==> config.mk <==
export PLATFORM = sky130hd
export DESIGN_NAME = fifo_reader_flat
export DESIGN_NICKNAME = d
export VERILOG_FILES = /design/src/rtl/fifo_pkg.sv /design/src/rtl/fifo_reader_if.sv /design/src/rtl/stream_skid_buffer.sv /design/src/rtl/fifo_reader.sv /design/src/flat_wrapper.sv
export SDC_FILE = /design/constraint.sdc
export NUM_CORES = 1
export LEC_CHECK = 0
export BUFFER_PORTS_ARGS = -buffer_cell sky130_fd_sc_hd__clkbuf_2
export CORE_MARGIN = 2
export CORE_UTILIZATION = 50
export DETAILED_ROUTE_END_ITERATION = 10
export PLACE_DENSITY = 0.78
export SYNTH_ARGS = -nofsm -noshare
export SYNTH_HDL_FRONTEND = slang
export SYNTH_SLANG_ARGS = --single-unit
==> constraint.sdc <==
create_clock -name clock -period 3.8 [get_ports clock]
set_input_delay 0.76 -clock clock [delete_from_list [all_inputs] [get_ports clock]]
set_output_delay 0.76 -clock clock [all_outputs]
set_load 0.005 [all_outputs]
==> src/rtl/fifo_pkg.sv <==
// Shared definitions for the FIFO read-side controller.
// Data width default and reader state encoding.
package fifo_pkg;

  localparam int DATA_WIDTH = 32;

  typedef enum logic [1:0] {
    IDLE   = 2'd0,
    ACTIVE = 2'd1,
    DRAIN  = 2'd2
  } rd_state_e;

endpackage

==> src/rtl/fifo_reader_if.sv <==
// Output stream bundle of the FIFO reader.
// The master drives data/valid/last; the slave drives ready.
interface fifo_reader_if
  import fifo_pkg::*;
#(
  parameter int DW = DATA_WIDTH
);

  logic [DW-1:0] out_data;
  logic          out_valid;
  logic          out_last;
  logic          out_ready;

  modport master (
    output out_data,
    output out_valid,
    output out_last,
    input  out_ready
  );

  modport slave (
    input  out_data,
    input  out_valid,
    input  out_last,
    output out_ready
  );

endinterface

==> src/rtl/stream_skid_buffer.sv <==
// Two-entry {data, last} buffer; entry 0 is always the head.
// Absorbs the one-cycle FIFO read latency.
module stream_skid_buffer
  import fifo_pkg::*;
#(
  parameter int DW = DATA_WIDTH
) (
  input  logic          clock,
  input  logic          reset_n,
  input  logic          push,
  input  logic [DW-1:0] push_data,
  input  logic          push_last,
  input  logic          pop,
  output logic [DW-1:0] head_data,
  output logic          head_last,
  output logic [1:0]    count
);

  logic [DW-1:0] d0, d1;
  logic          l0, l1;

  assign head_data = d0;
  assign head_last = l0;

  always_ff @(posedge clock or negedge reset_n) begin
    if (!reset_n) begin
      d0    <= '0;
      d1    <= '0;
      l0    <= 1'b0;
      l1    <= 1'b0;
      count <= 2'd0;
    end else if (push && pop) begin
      // head advances, count unchanged
      if (count == 2'd2) begin
        d0 <= d1;
        l0 <= l1;
        d1 <= push_data;
        l1 <= push_last;
      end else begin
        d0 <= push_data;
        l0 <= push_last;
      end
    end else if (push) begin
      if (count == 2'd0) begin
        d0 <= push_data;
        l0 <= push_last;
      end else begin
        d1 <= push_data;
        l1 <= push_last;
      end
      count <= count + 2'd1;
    end else if (pop) begin
      d0    <= d1;
      l0    <= l1;
      count <= count - 2'd1;
    end
  end

endmodule

==> src/rtl/fifo_reader.sv <==
// Read-side FIFO controller: pops the FIFO and re-presents
// words as a framed valid/ready stream.
module fifo_reader
  import fifo_pkg::*;
#(
  parameter int DATA_WIDTH   = fifo_pkg::DATA_WIDTH,
  parameter int PACKET_WORDS = 8,
  parameter int COUNT_BITS   = 3
) (
  input  logic                  clock,
  input  logic                  reset_n,
  input  logic                  enable,
  input  logic [DATA_WIDTH-1:0] fifo_q,
  input  logic                  fifo_empty,
  output logic                  read_enable,
  output logic                  busy,
  fifo_reader_if.master         st
);

  rd_state_e             state, state_nx;
  logic                  in_flight;
  logic [COUNT_BITS-1:0] word_cnt;
  logic [1:0]            count;
  logic [2:0]            credit;
  logic                  pop;
  logic                  last_word;

  assign pop       = st.out_valid & st.out_ready;
  assign last_word = (word_cnt == COUNT_BITS'(PACKET_WORDS - 1));

  // widened before subtracting so the sum cannot wrap
  assign credit = {1'b0, count} + {2'b0, in_flight}
                - {2'b0, pop};

  assign read_enable = reset_n & (state == ACTIVE) & enable
                     & ~fifo_empty & (credit < 3'd2);

  assign st.out_valid = (count != 2'd0);
  assign busy         = (state != IDLE);

  stream_skid_buffer #(
    .DW (DATA_WIDTH)
  ) u_buf (
    .clock     (clock),
    .reset_n   (reset_n),
    .push      (in_flight),
    .push_data (fifo_q),
    .push_last (last_word),
    .pop       (pop),
    .head_data (st.out_data),
    .head_last (st.out_last),
    .count     (count)
  );

  always_ff @(posedge clock or negedge reset_n) begin
    if (!reset_n) begin
      state     <= IDLE;
      in_flight <= 1'b0;
      word_cnt  <= '0;
    end else begin
      state     <= state_nx;
      in_flight <= read_enable;
      if (in_flight) begin
        word_cnt <= last_word ? '0 : word_cnt + 1'b1;
      end
    end
  end

  always_comb begin
    state_nx = state;
    unique case (state)
      IDLE:   if (enable) state_nx = ACTIVE;
      ACTIVE: if (!enable) state_nx = DRAIN;
      DRAIN: begin
        if (enable)
          state_nx = ACTIVE;
        else if (count == 2'd0 && !in_flight)
          state_nx = IDLE;
      end
      default: state_nx = IDLE;
    endcase
  end

endmodule

==> src/flat_wrapper.sv <==
// flat-port wrapper written by rule: the top's interface ports become plain ports
module fifo_reader_flat import fifo_pkg::*;
#(
  parameter int DATA_WIDTH   = fifo_pkg::DATA_WIDTH,
  parameter int PACKET_WORDS = 8,
  parameter int COUNT_BITS   = 3
)
  (clock, reset_n, enable, fifo_q, fifo_empty, read_enable, busy, st_out_data, st_out_valid, st_out_last, st_out_ready);
  fifo_reader_if #(.DW((32))) st_i ();
  input  logic clock;
  input  logic reset_n;
  input  logic enable;
  input  logic [DATA_WIDTH-1:0] fifo_q;
  input  logic fifo_empty;
  output logic read_enable;
  output logic busy;
  output wire logic [$bits(st_i.out_data)-1:0] st_out_data;
  output wire logic [$bits(st_i.out_valid)-1:0] st_out_valid;
  output wire logic [$bits(st_i.out_last)-1:0] st_out_last;
  input wire logic [$bits(st_i.out_ready)-1:0] st_out_ready;
  assign st_out_data = st_i.out_data;
  assign st_out_valid = st_i.out_valid;
  assign st_out_last = st_i.out_last;
  assign st_i.out_ready = st_out_ready;
  fifo_reader #(.DATA_WIDTH(DATA_WIDTH), .PACKET_WORDS(PACKET_WORDS), .COUNT_BITS(COUNT_BITS)) u_core (.clock(clock), .reset_n(reset_n), .enable(enable), .fifo_q(fifo_q), .fifo_empty(fifo_empty), .read_enable(read_enable), .busy(busy), .st(st_i));
endmodule
Word-level counts from Yosys, hierarchy flattened. Cells that the tools add are included.

Input port bits: 37. Flip-flop bits (word level): 74. Output and inout port bits: 36.

Bitwise logic cells: 7. Equal/unequal tests: 10. Reductions and logical operators: 14. Multiplexer cells: 26. Add/subtract/negate cells: 5. Magnitude comparators: 1.

Operators with widths (number): $mux 32 (9); $mux 2 (6); $mux 1 (9); $reduce_bool 2->1 (4); $ne 2x2->1 const B (3); $pmux 2 s3 (1); $reduce_and 3->1 (2); $and 1x1->1 (5); $eq 2x2->1 const B (2); $logic_not 2->1 (2); $reduce_and 2->1 (2); $add 2x1->3 (1); $add 3x1->3 const B (1); $eq 3x3->1 const B (1); $lt 3x2->1 const B (1); $mux 3 (1); $ne 3x2->1 const B (1); $ne 3x3->1 const B (1); $reduce_bool 3->1 (1); $sub 3x1->3 (1); $add 2x1->2 const B (1); $eq 2x1->1 const B (1); $logic_and 1x1->1 (2); $ne 2x1->1 const B (1); other kinds (3) (4).

Depth between registers and ports, before layout.
Depth after elaboration: 5. Gate-level depth with buffers: 9. Depth with buffers taken out: 5.

Cells and area by module. A second synthesis with hierarchy kept.

Cells, all modules: 385. Area, all modules: 4269.1 µm².

By module, submodules not included: stream_skid_buffer (seq. area each 1701.6 µm², instances 1, area an instance 3926.3 µm², cells each 356); fifo_reader (seq. area each 150.1 µm², instances 1, area an instance 342.8 µm², cells each 29).

Worst setup path before layout. Ideal clock, no wire load.

Kind: reg2out. Start: reg u_core.in_flight. End: out read_enable. Slack: 1.167 ns. Stages on the path, launching flop included: 10. Path buffers: 4. Data arrival time: 1.873 ns. Cell sequence: dfrtp_1 -> buf_6 -> buf_6 -> buf_6 -> buf_4 -> xor2_1 -> nand2_1 -> fa_1 -> xor2_1 -> nor3_1.

Word-level cells in the longest chain between the ends: 4.

Ends and longest elaborated chain: start, declared (line fifo_reader.sv:21) `logic in_flight;`; start signal, assigned (line fifo_reader.sv:62) `in_flight <= read_enable;`; $add 2x1->3 (line fifo_reader.sv:32) `assign credit = {1'b0, count} + {2'b0, in_flight}`; $sub 3x1->3 (line fifo_reader.sv:33) `- {2'b0, pop};`; $lt 3x2->1 (line fifo_reader.sv:36) `& ~fifo_empty & (credit < 3'd2);`; $and 1x1->1 (line fifo_reader.sv:36); end, declared (line flat_wrapper.sv:15) `output logic read_enable;`.

Every way passes these cells.

Worst setup path after layout. Same ends and word-level chain as after synthesis.

==> results.toml <==
[status]
status = "complete, no violations"

[synth]
ys_types = 35
synth_top_area_share = 0.435
synth.cell_area_um2 = 4260
synthFlopType = "dfrtp_1"
synth_edf_count = 0
ys_ff_latch = 74
async_flop_share = 1.00
synth_top_cell_by_area = "dfrtp_1"
synth.avg_cell_area_um2 = 11.1
synth_area_leaders = "dfrtp_1 (44%), a2111oi_2 (11%), mux2_2 (9.5%)"
ys_warn_count = 0
syn_nets = 422
syn_inst = 382
ys_seq_area_frac = 0.435

[drt]
wl_per_cell_um = 19.9
ant_nets = 0
vias_per_cell = 6.46
wirelength_mm = 10.8
dr_total_vias = 3514
drtIter0Drc = 218
drc_errors = 0
first_pass_iters = 5

[worst_setup_path]
worstSetupEndpointType = "primary output"
cp.required_ns = 3.04
critPathLaunchType = "flip-flop"
path_class = "reg2out"
crit_arrival_ns = 2.27
cp_max_fo = 34

[floorplanning]
start_util = 0.518
num_io_pins = 73
die_area_um2 = 9270
die_w_um = 96.3
die_h_um = 96.3
core_area_um2 = 8220
rows = 33

[finish]
fin_util = 0.588
syn_to_final_growth_pct = 13.6
final_cells = 544
multi_input_area_um2 = 2040
seq_area_um2 = 1850
fillCellCount = 703
layout_common_cells = "dfrtp_1 (73), clkbuf_2 (71), mux2_2 (36)"
drive_gt1_frac = 0.387
nets = 474
final_common_cell = "dfrtp_1"
antenna_cells = 0

[clocking]
numCtsBuffers = 9
h-tree-depth = 3
cts_hold_buffers = 0
cts_tree = "yes"
path_clk_slew_ns = 0.08
clk_path_buf_depth = 2
clock_latency_ns = 0.35
root_buffer = "clkbuf_8"
cts_setup_buffers = 0
clock_sinks = 74
cts_repair_resize_count = 0

[hold_path]
hp-class = "reg2reg"

[place]
gp_congestion = 0.738
numPortBuffers = 72
dp_hpwl_mm = 6.47
place_inst = 528

[grt]
grt_max_degree = 75
grt_pass1_wl_mm = 17.5
antenna_found_initial = 0
track_usage = 0.246
grt-ovfl-total = 0
grt_pass1_vias = 3545

[sta]
fin_skew_ns = 0.00612
tightest_slew_ns = 0.991
relSlewSlack = 0.339
rsz0062_at_grt = "no"
period_needed_ns = 3.03
setup-violations-final = 0
max_freq_ghz = 0.330
hold_viol = 0
drv_slew = 0
fin_crit_sh = 0.797
fin_setup_tns_ns = 0

[power]
p_per_area_nw_per_um2 = 570
finalPower_mw = 2.76
ir_drop_mv = 0.331
p_leak_nw = 2.22

[run]
cap_violations = 0
## cells by family after synthesis
| logic type | Yosys count | synth area share |
|---|---|---|
| AOI/OAI and AO/OA | 106 | 0.250 |
| xor gates and xnor gates | 3 | 0.00617 |
| muxes | 36 | 0.0952 |
| and+or+nand+nor | 85 | 0.115 |
| adders and majority gates | 3 | 0.0106 |
| buffers and inverters | 75 | 0.0885 |
| DFF | 74 | 0.435 |
## stage by stage
step	hold WS, ns	cell area (um2)	setup slack, ns
finish	0.481	4830	0.773
detailed placement	0.479	4580	0.889
global placement	0.467	4580	0.913
global route	0.530	4830	0.559
CTS	0.490	4830	0.760
floorplan	0.450	4260	1.17
## worst paths after layout
kind / from / to / slack [ns] / cells after the start
setup / recovery: u_core.in_flight / read_enable / 0.77 / 6
hold / removal: u_core.state[1] / u_core.state[0] / 0.48 / 1
setup reg to reg: u_core.in_flight / u_core.u_buf.d1[9] / 1.04 / 3
hold reg to reg: u_core.state[1] / u_core.state[0] / 0.48 / 1
max in group asynchronous: reset_n / u_core.in_flight / 2.46 / 2
min in group asynchronous: reset_n / u_core.u_buf.d1[19] / 0.65 / 2
## worst max-delay path, cell delays in order, from the launching register on
cell and delay (ns):
dfrtp_2 0.71, xor2_1 0.19, nand2_1 0.08, fa_1 0.39
xor2_1 0.15, nor3_1 0.25, clkbuf_2 0.15
## cells in the mapped netlist, drive strengths merged, types with 3 or more instances
cell type   n
nor2       35
o21ai       3
a2111oi    32
or4        30
o31ai      29
o32ai      35
buf        33
clkbuf      7
xor2        3
dfrtp      74
nand2b      8
nand2       3
inv        35
mux2       36
## per-layer routing
metal / vias to the layer above / global-route usage / share of wire
met5: - / 0 / 0
met3: 12 / 0.0517 / 0.069
li1: 1585 / - / -
met2: 137 / 0.392 / 0.49
met1: 1780 / 0.329 / 0.43
met4: 0 / 0.0905 / 0.012
## flip-flops by register name, indices dropped and copies added (netlist names)
signal                  count
u_core.u_buf.head_last      1
u_core.u_buf.l1             1
u_core.state                2
u_core.u_buf.d1            32
u_core.u_buf.count          2
u_core.word_cnt             3
u_core.in_flight            1
u_core.u_buf.head_data     32
## report_power, final
part	internal [mW]	switching (mW)	total, mW
combinational	0.430	0.338	0.768
clock	0.473	0.304	0.776
sequential	0.999	0.214	1.21
total	1.90	0.855	2.76
## area by class of cell
type                    count  share of cell area
clock buffers              12              0.0321
flip-flops and latches     74               0.383
inverters                  35              0.0272
repair buffers             81              0.0890
clock inverters             4              0.0202
multi-input cells         233               0.421
well taps                 105              0.0272
Power figures use the tool's default switching activity.
